### src/rtl/mc_ctrl_pkg.sv
// Shared encodings for the multi-cycle controller.
// The ALU and the datapath reuse these definitions.
package mc_ctrl_pkg;

  typedef enum logic [2:0] {
    S_FETCH  = 3'd0,
    S_DECODE = 3'd1,
    S_EXEC   = 3'd2,
    S_MEM    = 3'd3,
    S_WB     = 3'd4
  } state_e;

  typedef enum logic [2:0] {
    ALU_ADDU  = 3'b000,
    ALU_SUBU  = 3'b001,
    ALU_ORI   = 3'b010,
    ALU_LOAD  = 3'b011,
    ALU_STORE = 3'b100,
    ALU_BEQ   = 3'b101,
    ALU_LUI   = 3'b110
  } alu_ctr_e;

  typedef enum logic [1:0] {
    SRCB_RT   = 2'b00,
    SRCB_FOUR = 2'b01,
    SRCB_SIMM = 2'b10,
    SRCB_ZIMM = 2'b11
  } src_b_e;

  typedef enum logic [1:0] {
    PCSRC_ALU    = 2'b00,
    PCSRC_BRANCH = 2'b01,
    PCSRC_JUMP   = 2'b10
  } pc_src_e;

  typedef enum logic [3:0] {
    IC_ADDU,
    IC_SUBU,
    IC_ORI,
    IC_LUI,
    IC_LW,
    IC_SW,
    IC_BEQ,
    IC_J,
    IC_ILLEGAL
  } instr_class_e;

  localparam logic [5:0] OP_RTYPE = 6'b000000;
  localparam logic [5:0] OP_J     = 6'b000010;
  localparam logic [5:0] OP_BEQ   = 6'b000100;
  localparam logic [5:0] OP_ORI   = 6'b001101;
  localparam logic [5:0] OP_LUI   = 6'b001111;
  localparam logic [5:0] OP_LW    = 6'b100011;
  localparam logic [5:0] OP_SW    = 6'b101011;

  localparam logic [5:0] FN_ADDU = 6'b100001;
  localparam logic [5:0] FN_SUBU = 6'b100011;

  function automatic logic is_rtype(input instr_class_e cls);
    return (cls == IC_ADDU) || (cls == IC_SUBU);
  endfunction

  function automatic logic is_mem(input instr_class_e cls);
    return (cls == IC_LW) || (cls == IC_SW);
  endfunction

endpackage

### src/rtl/mc_ctrl_decode.sv
// Combinational instruction decoder: opcode/funct to instruction class
// plus the ALU operation and B-operand select used in EXEC and MEM.
module mc_decode
  import mc_ctrl_pkg::*;
(
  input  logic [5:0]   opcode_i,
  input  logic [5:0]   funct_i,
  output instr_class_e cls_o,
  output alu_ctr_e     alu_ctr_o,
  output src_b_e       alu_src_b_o
);

  // NOTE: every output gets a default before the case so no latch is inferred.
  always_comb begin
    cls_o       = IC_ILLEGAL;
    alu_ctr_o   = ALU_ADDU;
    alu_src_b_o = SRCB_RT;
    case (opcode_i)
      OP_RTYPE: begin
        case (funct_i)
          FN_ADDU: begin
            cls_o     = IC_ADDU;
            alu_ctr_o = ALU_ADDU;
          end
          FN_SUBU: begin
            cls_o     = IC_SUBU;
            alu_ctr_o = ALU_SUBU;
          end
          default: cls_o = IC_ILLEGAL;
        endcase
      end
      OP_ORI: begin
        cls_o       = IC_ORI;
        alu_ctr_o   = ALU_ORI;
        alu_src_b_o = SRCB_ZIMM;
      end
      OP_LUI: begin
        cls_o       = IC_LUI;
        alu_ctr_o   = ALU_LUI;
        alu_src_b_o = SRCB_ZIMM;
      end
      OP_LW: begin
        cls_o       = IC_LW;
        alu_ctr_o   = ALU_LOAD;
        alu_src_b_o = SRCB_SIMM;
      end
      OP_SW: begin
        cls_o       = IC_SW;
        alu_ctr_o   = ALU_STORE;
        alu_src_b_o = SRCB_SIMM;
      end
      OP_BEQ: begin
        cls_o       = IC_BEQ;
        alu_ctr_o   = ALU_BEQ;
        alu_src_b_o = SRCB_RT;
      end
      OP_J:    cls_o = IC_J;
      default: cls_o = IC_ILLEGAL;
    endcase
  end

endmodule

### src/rtl/mc_ctrl.sv
// Multi-cycle MIPS-subset controller: FETCH/DECODE/EXEC/MEM/WB FSM with
// Moore-style control outputs and a sticky illegal-instruction flag.
module mc_ctrl
  import mc_ctrl_pkg::*;
(
  input  logic       clk,
  input  logic       rst,
  input  logic [5:0] opcode,
  input  logic [5:0] funct,
  input  logic       zero,
  input  logic       mem_rdy,
  output logic       pc_we,
  output logic       ir_we,
  output logic       reg_we,
  output logic       mem_re,
  output logic       mem_we,
  output logic       alu_src_a,
  output logic       reg_dst,
  output logic       mem_to_reg,
  output logic       illegal,
  output logic [2:0] alu_ctr,
  output logic [1:0] alu_src_b,
  output logic [1:0] pc_src,
  output logic [2:0] state
);

  state_e       state_q;
  logic         illegal_q;
  instr_class_e dec_cls;
  alu_ctr_e     dec_alu_ctr;
  src_b_e       dec_src_b;

  // IR is stable from DECODE onward, so decoding it continuously is safe;
  // the FSM only consults the result outside FETCH.
  mc_decode u_decode (
    .opcode_i    (opcode),
    .funct_i     (funct),
    .cls_o       (dec_cls),
    .alu_ctr_o   (dec_alu_ctr),
    .alu_src_b_o (dec_src_b)
  );

  // NOTE: state registers use non-blocking assignments so all flops update together.
  always_ff @(posedge clk) begin
    if (rst) begin
      state_q   <= S_FETCH;
      illegal_q <= 1'b0;
    end else begin
      case (state_q)
        S_FETCH: state_q <= S_DECODE;
        S_DECODE: begin
          if (dec_cls == IC_J) begin
            state_q <= S_FETCH;
          end else if (dec_cls == IC_ILLEGAL) begin
            state_q   <= S_FETCH;
            illegal_q <= 1'b1;
          end else begin
            state_q <= S_EXEC;
          end
        end
        S_EXEC: begin
          if (dec_cls == IC_BEQ)  state_q <= S_FETCH;
          else if (is_mem(dec_cls)) state_q <= S_MEM;
          else                      state_q <= S_WB;
        end
        S_MEM: begin
          if (mem_rdy) state_q <= (dec_cls == IC_LW) ? S_WB : S_FETCH;
        end
        S_WB:    state_q <= S_FETCH;
        default: state_q <= S_FETCH;
      endcase
    end
  end

  logic     pc_we_c, ir_we_c, reg_we_c, mem_re_c, mem_we_c;
  logic     alu_src_a_c, reg_dst_c, mem_to_reg_c;
  alu_ctr_e alu_ctr_c;
  src_b_e   alu_src_b_c;
  pc_src_e  pc_src_c;

  always_comb begin
    pc_we_c      = 1'b0;
    ir_we_c      = 1'b0;
    reg_we_c     = 1'b0;
    mem_re_c     = 1'b0;
    mem_we_c     = 1'b0;
    alu_src_a_c  = 1'b0;
    reg_dst_c    = 1'b0;
    mem_to_reg_c = 1'b0;
    alu_ctr_c    = ALU_ADDU;
    alu_src_b_c  = SRCB_RT;
    pc_src_c     = PCSRC_ALU;
    case (state_q)
      S_FETCH: begin
        ir_we_c     = 1'b1;
        pc_we_c     = 1'b1;
        alu_src_b_c = SRCB_FOUR;
      end
      S_DECODE: begin
        if (dec_cls == IC_J) begin
          pc_we_c  = 1'b1;
          pc_src_c = PCSRC_JUMP;
        end
      end
      S_EXEC: begin
        alu_src_a_c = 1'b1;
        alu_ctr_c   = dec_alu_ctr;
        alu_src_b_c = dec_src_b;
        // Branch resolves in the same cycle the ALU compares rs and rt.
        if (dec_cls == IC_BEQ) begin
          pc_src_c = PCSRC_BRANCH;
          pc_we_c  = zero;
        end
      end
      S_MEM: begin
        alu_ctr_c   = dec_alu_ctr;
        alu_src_b_c = dec_src_b;
        mem_re_c    = (dec_cls == IC_LW);
        mem_we_c    = (dec_cls == IC_SW);
      end
      S_WB: begin
        reg_we_c     = 1'b1;
        reg_dst_c    = is_rtype(dec_cls);
        mem_to_reg_c = (dec_cls == IC_LW);
      end
      default: ;
    endcase
  end

  // Write enables are masked during reset so no side effect escapes
  // before the FSM has been forced back to FETCH.
  assign pc_we      = pc_we_c  & ~rst;
  assign ir_we      = ir_we_c  & ~rst;
  assign reg_we     = reg_we_c & ~rst;
  assign mem_re     = mem_re_c & ~rst;
  assign mem_we     = mem_we_c & ~rst;
  assign alu_src_a  = alu_src_a_c;
  assign reg_dst    = reg_dst_c;
  assign mem_to_reg = mem_to_reg_c;
  assign illegal    = illegal_q;
  assign alu_ctr    = alu_ctr_c;
  assign alu_src_b  = alu_src_b_c;
  assign pc_src     = pc_src_c;
  assign state      = state_q;

endmodule

### config.mk
export PLATFORM = sky130hd
export DESIGN_NAME = mc_ctrl
export DESIGN_NICKNAME = d
export VERILOG_FILES = /design/src/rtl/mc_ctrl_pkg.sv /design/src/rtl/mc_ctrl_decode.sv /design/src/rtl/mc_ctrl.sv
export SDC_FILE = /design/constraint.sdc
export NUM_CORES = 1
export LEC_CHECK = 0
export CAP_MARGIN = 40
export CORE_MARGIN = 4
export CORE_UTILIZATION = 36
export DETAILED_ROUTE_END_ITERATION = 10
export GPL_TIMING_DRIVEN = 0
export HOLD_SLACK_MARGIN = 0.03
export PLACE_DENSITY = 0.72
export REMOVE_ABC_BUFFERS = 1
export SYNTH_ARGS = -nofsm -noshare
export SYNTH_HDL_FRONTEND = slang
export SYNTH_HIERARCHICAL = 1
export SYNTH_SLANG_ARGS = --single-unit
### constraint.sdc
create_clock -name clk -period 2.1 [get_ports clk]
set_input_delay 0.315 -clock clk [delete_from_list [all_inputs] [get_ports clk]]
set_output_delay 0.315 -clock clk [all_outputs]
set_load 0.02 [all_outputs]
==> impl_metrics.env, run 1 <==
export IMPL_synth_top_flop_cell="dfxtp_1"
export IMPL_holdPathStages=2
export IMPL_gp_congestion=0.798
export IMPL_end_kind="output port"
export IMPL_worstMarginPinSlew_ns=0.456
export IMPL_tritoncts="built"
export IMPL_io_pins=35
export IMPL_worst_ep_arrival_time_ns=2.08
export IMPL_path_buf_inv=2
export IMPL_layout_setup_ws_ns=-0.296
export IMPL_dp_hpwl_um=1570
export IMPL_gr_usage_all_layers=0.173
export IMPL_worst_setup_path_start_kind="input pin"
export IMPL_placedCellCount=155
export IMPL_yosys_warnings=6
export IMPL_cts_buffers=3
export IMPL_path_cells="buf_4 -> or3_1 -> a21oi_2 -> o221ai_4 -> nand4b_4 -> a2111o_1 -> o21ai_2 -> buf_6"
export IMPL_io_buffer_count=34
export IMPL_drcViolationCount=0
export IMPL_worstPathMaxFanout=11
export IMPL_stdcell_count=173
export IMPL_synth_top_family_by_area="simple AND/OR/NAND/NOR gates"
export IMPL_layout_drive_gt1_share=0.439
export IMPL_viasPerCell=5.86
export IMPL_firstDrtPassIters=7
export IMPL_insertion_delay_ns=0.22
export IMPL_die_area_sq_um=2780
export IMPL_async_flop_share=0
export IMPL_yosys_area_share_adder=0
export IMPL_hold_viol=0
export IMPL_yosysUniqueCellTypes=39
export IMPL_worstSetupPathType="in -> out"
export IMPL_slew_viol_final=0
export IMPL_die_x_um=52.7
export IMPL_diodes=0
export IMPL_dieHeight_um=52.7
export IMPL_clockBufferDepth=2
export IMPL_yosysTopAreaCell="dfxtp_1"
export IMPL_violations="setup timing"
export IMPL_worstPathRequired_ns=1.78
export IMPL_synthTopCellsByArea="dfxtp_1 (11%), nor2_1 (5.7%), and2_1 (5.2%)"
export IMPL_cp_top_family="compound AO/OA/AOI/OAI gates"
export IMPL_cts_sinks=4
export IMPL_drt_iter0_drc=24
export IMPL_cts_clk_slew_worst_paths_ns=0.04
export IMPL_synth_simple_gate_area_frac=0.597
export IMPL_relSlewSlack=0.693
export IMPL_setup_viol=7
export IMPL_r2r_cells=3
export IMPL_nets=166
export IMPL_final_antenna_net_count=0
export IMPL_grt_pass1_vias=888
export IMPL_fin_skew_ns=0.000902
export IMPL_slowest_delay_ns=0.44
export IMPL_routedWlPerCell_um=15.6
export IMPL_htree_levels=1
export IMPL_postPlaceCellArea_sq_um=1050
export IMPL_syn_area_sq_um=719
export IMPL_fin_crit_ns=2.40
export IMPL_hold_class="reg -> reg"
export IMPL_synth_cells=104
export IMPL_grt_max_degree=17
export IMPL_synth_area_mux_share=0
export IMPL_synth_compound_area_frac=0.212
export IMPL_synthXorXnorAreaFrac=0
export IMPL_status="complete, but fails checks"
export IMPL_area_growth_pct=94.8
export IMPL_peakVddDrop_mv=0.193
export IMPL_synth_edf_count=0
export IMPL_fin_util=0.778
export IMPL_ys_ff_latch=4
export IMPL_timing_fmax_ghz=0.417
export IMPL_overflow=0
export IMPL_worstSetupPathDepth=8
export IMPL_grt_pass1_wl_um=3700
export IMPL_initial_core_util=0.399
export IMPL_ys_seq_area_frac=0.111
export IMPL_synth_top_area_share=0.111
export IMPL_antenna_found_initial=0
export IMPL_power_density_nw_per_um2=274
export IMPL_vias=1013
export IMPL_syn_avg_cell_area_sq_um=6.92
export IMPL_core_sq_um=1800
export IMPL_finalInstanceArea_sq_um=1400
export IMPL_finalCritPeriodShare=1.14
export IMPL_p_leak_nw=0.608
export IMPL_maxCapViolCount=0
export IMPL_cts_root_buf="clkbuf_4"
export IMPL_drt_wl_total_um=2700
export IMPL_crit_slowest_cell="a2111o_1"
export IMPL_rsz0062_at_grt="yes"
export IMPL_rows=15
[cell type report]
cell class / count / area [sq um]
fill: 123 / 400
clock buffer: 3 / 22.5
timing repair buffer: 50 / 488
inverter: 2 / 7.51
sequential: 4 / 83.8
multi-input combinational: 89 / 768
tap: 25 / 31.3
[registers in the layout (all words and copies together), names as in the netlist]
name     flops
state        3
illegal      1
[worst paths after layout]
| check | from | to | slack, ns |
|---|---|---|---|
| max | opcode[1] | pc_we | -0.30 |
| min | illegal | illegal | 0.50 |
| max reg2reg | state[0] | state[1] | 1.04 |
| min reg2reg | illegal | illegal | 0.50 |
[cell usage in the layout (no fill, tap or decap), types with 4 or more instances in the layout]
| cell | instances |
|---|---|
| nor2_1 | 9 |
| nand2_1 | 8 |
| and2_1 | 5 |
| o21ai_1 | 4 |
| nand3_1 | 4 |
| buf_6 | 8 |
| a21oi_1 | 5 |
| clkdlybuf4s50_1 | 12 |
| dlymetal6s2s_1 | 4 |
| buf_4 | 18 |
[cell usage after synthesis (2+ instances only)]
cell type,n
a211oi_1,4
clkbuf_1,3
nor4b_2,2
and3_1,3
nor4_1,3
dfxtp_1,4
nand2b_1,2
buf_2,4
and4b_1,3
a21oi_1,7
nor2_1,11
and2_1,6
nor3_1,2
o21ai_1,5
nor4b_1,4
nand2_1,9
nand3_1,4
nand3b_1,2
inv_1,2
or3_1,2
nor3_2,2
nor2b_1,3
[worst min-delay path: stages (launching register included)]
cell and delay (ns):
dfxtp_1 0.32, a21oi_1 0.05, nor2_1 0.09
[stage by stage]
stage	total power, mW	hold WS (ns)	TNS [ns]	worst slack, ns
final	0.384	0.496	-1.20	-0.296
after global routing	0.405	0.529	-1.68	-0.392
after CTS	0.369	0.484	-0.846	-0.230
after detailed placement	0.243	0.474	-14.00	-1.54
after global placement	0.241	0.453	-14.72	-1.76
after floorplan	0.162	0.387	-1.09	-0.503
[routing by layer]
layer	track usage	vias to the layer above	part of all wire
met2	0.353	44	0.55
met4	0.0596	0	0.019
met5	0	-	0
met3	0.0171	7	0.060
met1	0.176	475	0.37
li1	-	487	-
[kinds of logic (layout without fill, tap and decap cells)]
group,after synthesis,after routing
buf+inv,11,55
flops,4,4
simple gates,66,66
compound gates,23,23
[power breakdown]
group | internal [mW] | total (mW) | leakage (nW) | switching [mW]
sequential | 0.0825 | 0.0966 | 0.0340 | 0.0141
combinational | 0.0982 | 0.197 | 0.560 | 0.0984
clock | 0.0637 | 0.0910 | 0.0138 | 0.0273
total | 0.244 | 0.384 | 0.608 | 0.140
[repair_timing]
item | 4_1_cts | 5_1_grt
cloned | 0 | 0
resized for setup | 117 | 21
hold buffers | 0 | 0
pin swaps | 18 | 13
buffers inserted | 9 | 6
endpoints found under the setup margin | 16 | 14
Note: power is estimated with default switching activity, not from simulation.
==> run 2: changes to the inputs <==
--- a/config.mk
+++ b/config.mk
@@ -5,13 +5,14 @@
 export SDC_FILE = /design/constraint.sdc
 export NUM_CORES = 1
 export LEC_CHECK = 0
+export ABC_AREA = 1
 export CAP_MARGIN = 40
 export CORE_MARGIN = 4
-export CORE_UTILIZATION = 36
+export CORE_UTILIZATION = 34
 export DETAILED_ROUTE_END_ITERATION = 10
 export GPL_TIMING_DRIVEN = 0
 export HOLD_SLACK_MARGIN = 0.03
-export PLACE_DENSITY = 0.72
+export PLACE_DENSITY = 0.71
 export REMOVE_ABC_BUFFERS = 1
 export SYNTH_ARGS = -nofsm -noshare
 export SYNTH_HDL_FRONTEND = slang
==> run 2 against run 1 <==
  * The flow still finishes with violations (setup timing)
  * Register-to-register slack lost 0.13 ns
  * Sequential cell count is the same
  * Worst hold slack lost 0.016 ns
  * Sequential share of layout area grew 0.59 points
==> impl_metrics.env, run 2 <==
export IMPL_fill_cells=170
export IMPL_status="complete, but fails checks"
export IMPL_rows=15
export IMPL_io_buffer_count=34
export IMPL_grt_pass1_wl_um=3340
export IMPL_cts_clk_slew_worst_paths_ns=0.04
export IMPL_worstHoldStart="illegal"
export IMPL_postPlaceCellArea_sq_um=1010
export IMPL_rsz0062_at_grt="yes"
export IMPL_yosysUniqueCellTypes=19
export IMPL_routedWlPerCell_um=11.7
export IMPL_nets=184
export IMPL_synthTopCellsByArea="nand2_1 (17%), nor2_1 (15%), inv_1 (13%)"
export IMPL_netlist_top_cells_count="nand2_1 (29), nor2_1 (26), inv_1 (23), nand3_1 (10), nor2_2 (7)"
export IMPL_synthXorXnorAreaFrac=0
export IMPL_p_sw_frac=0.383
export IMPL_power_density_nw_per_um2=291
export IMPL_relSlewSlack=0.702
export IMPL_firstDrtPassIters=4
export IMPL_worstSetupPathType="in -> out"
export IMPL_tritoncts="built"
export IMPL_synth_top_flop_cell="dfxtp_1"
export IMPL_power_switching_mw=0.136
export IMPL_timing_fmax_ghz=0.470
export IMPL_regArea_sq_um=80.1
export IMPL_grt_pass1_vias=828
export IMPL_reg2reg_from="state[0]"
export IMPL_cp_startpoint="opcode[5]"
export IMPL_largest_reg_flops=3
export IMPL_reg2reg_to="state[0]"
export IMPL_worstMarginPinSlew_ns=0.447
export IMPL_end_kind="output port"
export IMPL_fin_crit_ns=2.13
export IMPL_synth_top_family_by_area="simple AND/OR/NAND/NOR gates"
export IMPL_maxCapViolCount=0
export IMPL_total_power_mw=0.355
export IMPL_cts_root_buf="clkbuf_4"
export IMPL_layout_setup_ws_ns=-0.0256
export IMPL_synth_edf_count=0
export IMPL_final_antenna_net_count=0
export IMPL_violations="setup timing"
export IMPL_die_x_um=51.5
export IMPL_hold_viol=0
export IMPL_overflow=0
export IMPL_whs_endpoint="illegal"
export IMPL_intPower_mw=0.219
export IMPL_worst_ep_arrival_time_ns=1.81
export IMPL_layout_drive_gt1_share=0.428
export IMPL_htree_levels=1
export IMPL_area_growth_pct=89.9
export IMPL_yosysMostFrequentCell="nand2_1"
export IMPL_finalCritPeriodShare=1.01
export IMPL_post_place_ws_ns=-0.759
export IMPL_pwr_share_comb=0.465
export IMPL_dieHeight_um=51.5
export IMPL_synth_cells=119
export IMPL_r2r_setup_slack_ns=0.91
export IMPL_gp_congestion=0.831
export IMPL_ys_ff_latch=4
export IMPL_dp_hpwl_um=1500
export IMPL_syn_avg_cell_area_sq_um=5.39
export IMPL_holdPathStages=2
export IMPL_r2r_cells=4
export IMPL_yosys_warnings=6
export IMPL_p_seq_frac=0.262
export IMPL_grt_max_degree=9
export IMPL_drt_iter0_drc=10
export IMPL_core_sq_um=1760
export IMPL_ys_seq_area_frac=0.125
export IMPL_synth_simple_gate_area_frac=0.676
export IMPL_clockBufferDepth=2
export IMPL_final_common_cell="nor2_1"
export IMPL_worstPathRequired_ns=1.78
export IMPL_antenna_found_initial=0
export IMPL_p_clk_frac=0.273
export IMPL_fin_skew_ns=0.00731
export IMPL_vias=900
export IMPL_peakVddDrop_mv=0.315
export IMPL_hold_class="reg -> reg"
export IMPL_yosysTopAreaCell="nand2_1"
export IMPL_synth_area_mux_share=0
export IMPL_p_leak_nw=0.697
export IMPL_io_pins=35
export IMPL_mostFrequentLayoutCells="nor2_1 (21), nand2_1 (20), inv_1 (18)"
export IMPL_gr_usage_all_layers=0.165
export IMPL_worstPathMaxFanout=5
export IMPL_insertion_delay_ns=0.24
export IMPL_drcViolationCount=0
export IMPL_async_flop_share=0
export IMPL_syn_area_sq_um=642
export IMPL_finalInstanceArea_sq_um=1220
export IMPL_slew_viol_final=0
export IMPL_drt_wl_total_um=2240
export IMPL_worst_setup_path_start_kind="input pin"
export IMPL_die_area_sq_um=2650
export IMPL_cts_buffers=3
export IMPL_setup_viol=2
export IMPL_synth_compound_area_frac=0.0526
export IMPL_multi_input_comb_area_sq_um=603
export IMPL_diodes=0
export IMPL_viasPerCell=4.71
export IMPL_cts_sinks=4
export IMPL_yosys_area_share_adder=0
export IMPL_synth_top_area_share=0.170
export IMPL_initial_core_util=0.364
==> run 2: cells by family after synthesis <==
kind of cell | count (synthesis)
buf+inv | 25
flops | 4
compound gates | 5
simple gates | 85
==> run 2: layer usage <==
metal  routed length (um)  share of wire  track usage
met5                    0              0            0
met4                   29          0.013       0.0655
met3                  123          0.055       0.0466
met2                 1100           0.49        0.265
met1                  992           0.44        0.205
==> run 2: cell type report <==
cell class              count  area share
clock buffers               3      0.0185
inverters                  25      0.0770
multi-input cells          90       0.495
flip-flops and latches      4      0.0657
well taps                  25      0.0257
repair buffers             44       0.318
==> run 2: power by group through the flow <==
stage | Sequential [mW] | Combinational (mW) | Clock, mW
2_1_floorplan | 0.0969 | 0.0675 | 0
5_1_grt | 0.0932 | 0.179 | 0.107
4_1_cts | 0.0915 | 0.149 | 0.102
3_5_place_dp | 0.0917 | 0.144 | 0
3_3_place_gp | 0.0915 | 0.142 | 0
6_report | 0.0928 | 0.165 | 0.0968
==> run 2: worst max path at each step <==
stage                 to  slack [ns]  cells past startpoint
2_1_floorplan     mem_we         0.1                      8
3_3_place_gp       pc_we       -0.73                     12
3_5_place_dp       pc_we       -0.76                     14
4_1_cts        pc_src[1]       -0.12                     11
5_1_grt            pc_we       -0.16                     13
6_report           pc_we       -0.03                     13
==> run 2: metrics by stage <==
step / setup TNS, ns / utilization / hold slack [ns] / std cells
2_1_floorplan: 0 / - / 0.377 / 119
5_1_grt: -0.305 / 0.691 / 0.529 / 191
3_5_place_dp: -5.76 / 0.574 / 0.472 / 178
3_3_place_gp: -5.48 / 0.574 / 0.457 / 178
4_1_cts: -0.247 / 0.622 / 0.481 / 185
6_report: -0.0377 / 0.691 / 0.480 / 191
==> run 2: repair_timing <==
item,CTS,global route
gates resized for setup,61,46
buffers inserted,4,6
endpoints found under the hold margin,0,0
pin swaps,6,20
setup endpoints to repair,13,11
hold buffers,0,0
==> run 2: worst max-delay path, stage by stage <==
cell and delay (ns):
buf_4 0.12, nor2_4 0.19, nand3_2 0.14, nand2_2 0.09
inv_1 0.08, nand2_2 0.10, inv_1 0.06, nor2_2 0.15
nand2_2 0.08, nor2_2 0.12, nor2_1 0.05, a21oi_1 0.14
buf_4 0.16
==> run 3: changes to the inputs <==
--- a/config.mk
+++ b/config.mk
@@ -7,8 +7,10 @@
 export LEC_CHECK = 0
 export ABC_AREA = 1
 export CAP_MARGIN = 40
+export CELL_PAD_IN_SITES_DETAIL_PLACEMENT = 1
+export CELL_PAD_IN_SITES_GLOBAL_PLACEMENT = 1
 export CORE_MARGIN = 4
-export CORE_UTILIZATION = 34
+export CORE_UTILIZATION = 21
 export DETAILED_ROUTE_END_ITERATION = 10
 export GPL_TIMING_DRIVEN = 0
 export HOLD_SLACK_MARGIN = 0.03
==> run 3 against run 2 <==
  * The run still ends with setup timing left
  * Maximum frequency grew 0.65%
  * Worst hold slack gained 0.0018 ns
  * Largest power group unchanged
  * Sequential share of layout area down 0.76 points
  * Non-clock buffer count is 6 higher
  * Clock skew fell by 0.0052 ns
  * Count of clock-buffer cells in the layout unchanged
  * Wire length is 39% higher
  * Via count is 6.9% higher
==> impl_metrics.env, run 3 (same netlist as run 2, synthesis figures left out) <==
export IMPL_worst_ep_arrival_time_ns=1.80
export IMPL_drt_wl_total_um=3130
export IMPL_vias=962
export IMPL_p_leak_nw=0.684
export IMPL_core_sq_um=2830
export IMPL_grt_pass1_wl_um=4780
export IMPL_cts_clk_slew_worst_paths_ns=0.04
export IMPL_relSlewSlack=0.716
export IMPL_holdPathStages=2
export IMPL_worstPathRequired_ns=1.78
export IMPL_overflow=0
export IMPL_routedWlPerCell_um=15.4
export IMPL_mostFrequentLayoutCells="nand2_1 (18), inv_1 (17), nor2_1 (15), buf_4 (15), clkdlybuf4s50_1 (12)"
export IMPL_layout_setup_ws_ns=-0.0118
export IMPL_dp_hpwl_um=1920
export IMPL_rows=19
export IMPL_rsz0062_at_grt="yes"
export IMPL_gp_congestion=0.799
export IMPL_final_antenna_net_count=0
export IMPL_cts_sinks=4
export IMPL_fin_setup_tns_ns=-0.0118
export IMPL_viasPerCell=4.74
export IMPL_hold_slack_ns=0.482
export IMPL_whs_endpoint="illegal"
export IMPL_end_kind="output port"
export IMPL_slew_viol_final=0
export IMPL_hold_class="reg -> reg"
export IMPL_intPower_mw=0.238
export IMPL_p_seq_frac=0.235
export IMPL_reg2reg_from="state[2]"
export IMPL_power_switching_mw=0.157
export IMPL_finalInstanceArea_sq_um=1380
export IMPL_insertion_delay_ns=0.24
export IMPL_pwr_share_comb=0.518
export IMPL_io_pins=35
export IMPL_timing_fmax_ghz=0.474
export IMPL_clockBufferDepth=2
export IMPL_cp_top_family="simple AND/OR/NAND/NOR gates"
export IMPL_r2r_setup_slack_ns=0.87
export IMPL_fin_util=0.487
export IMPL_layout_drive_gt1_share=0.517
export IMPL_crit_slowest_cell="nand3b_4"
export IMPL_grt_max_degree=9
export IMPL_fin_crit_ns=2.11
export IMPL_status="complete, but fails checks"
export IMPL_dieHeight_um=63.3
export IMPL_path_buf_inv=4
export IMPL_tritoncts="built"
export IMPL_p_clk_frac=0.247
export IMPL_antenna_found_initial=0
export IMPL_gr_usage_all_layers=0.148
export IMPL_drt_iter0_drc=9
export IMPL_drcViolationCount=0
export IMPL_hold_viol=0
export IMPL_path_cells="buf_8 -> nor2_4 -> buf_6 -> nand3_4 -> nand3b_4 -> nand2_4 -> nand2_1 -> inv_2 -> nand2_2 -> nor2_4 -> nor2_1 -> a21oi_2 -> buf_6"
export IMPL_worstHoldStart="illegal"
export IMPL_die_x_um=63.3
export IMPL_violations="setup timing"
export IMPL_peakVddDrop_mv=0.224
export IMPL_largest_reg_flops=3
export IMPL_finalCritPeriodShare=1.01
export IMPL_final_common_cell="nand2_1"
export IMPL_diodes=0
export IMPL_worst_setup_path_start_kind="input pin"
export IMPL_grt_pass1_vias=1066
export IMPL_r2r_cells=7
export IMPL_setup_viol=1
export IMPL_htree_levels=1
export IMPL_total_power_mw=0.395
export IMPL_initial_core_util=0.227
export IMPL_reg2reg_to="state[1]"
export IMPL_maxCapViolCount=0
export IMPL_worstMarginPinSlew_ns=0.425
export IMPL_firstDrtPassIters=4
export IMPL_die_area_sq_um=4000
export IMPL_fin_skew_ns=0.00208
export IMPL_cts_buffers=3
export IMPL_worstSetupPathType="in -> out"
export IMPL_nets=190
export IMPL_cts_root_buf="clkbuf_4"
export IMPL_slowest_delay_ns=0.20
export IMPL_postPlaceCellArea_sq_um=1020
export IMPL_io_buffer_count=34
export IMPL_power_density_nw_per_um2=286
export IMPL_worstPathMaxFanout=4
export IMPL_area_growth_pct=115
export IMPL_p_sw_frac=0.399
==> run 3: metal layers <==
layer,track usage,wire length (um),vias to the layer above
met5,0,0,-
met4,0.0323,55,0
met3,0.0355,108,8
met2,0.278,1720,28
met1,0.166,1250,451
li1,-,-,475
==> run 3: what timing repair did <==
action | in CTS | in global routing
endpoints found under the setup margin | 13 | 15
hold buffers | 0 | 0
pin swaps | 22 | 23
buffers inserted | 14 | 3
gates resized for setup | 89 | 49
==> run 3: worst max path at each step <==
stage          startpoint         end  slack (ns)  cells after the start
5_1_grt         opcode[0]       pc_we       -0.14                     14
4_1_cts         opcode[0]  alu_ctr[2]      0.0006                      8
3_5_place_dp    opcode[0]      mem_we       -0.87                     10
6_report        opcode[5]       pc_we       -0.01                     13
3_3_place_gp    opcode[0]      mem_we       -0.78                     10
2_1_floorplan    funct[3]      mem_we         0.1                      8
==> run 3: power groups by stage <==
| stage | registers [mW] | logic (mW) | clock network (mW) |
|---|---|---|---|
| 2_1_floorplan | 0.0969 | 0.0675 | 0 |
| 3_3_place_gp | 0.0920 | 0.144 | 0 |
| 3_5_place_dp | 0.0923 | 0.147 | 0 |
| 4_1_cts | 0.0915 | 0.175 | 0.102 |
| 5_1_grt | 0.0935 | 0.221 | 0.111 |
| 6_report | 0.0928 | 0.205 | 0.0975 |
==> run 3: cell type report <==
type | count | area, sq um
Fill cell | 371 | 1450
Multi-Input combinational cell | 90 | 693
Timing Repair Buffer | 50 | 445
Inverter | 25 | 98.8
Sequential cell | 4 | 80.1
Tap cell | 31 | 38.8
Clock buffer | 3 | 22.5
==> run 3: per-stage QoR <==
stage	setup WS, ns	cells
6_report	-0.0118	203
3_3_place_gp	-0.776	184
4_1_cts	0.000642	201
5_1_grt	-0.140	203
3_5_place_dp	-0.872	184
2_1_floorplan	0.0957	119
==> run 3: worst register-to-register path: cells and delay by family, from the launching register on <==
| kind | cells | cell delay [ns] |
|---|---|---|
| and+or+nand+nor | 6 | 0.53 |
| buffers and inverters | 1 | 0.15 |
| DFF | 1 | 0.44 |
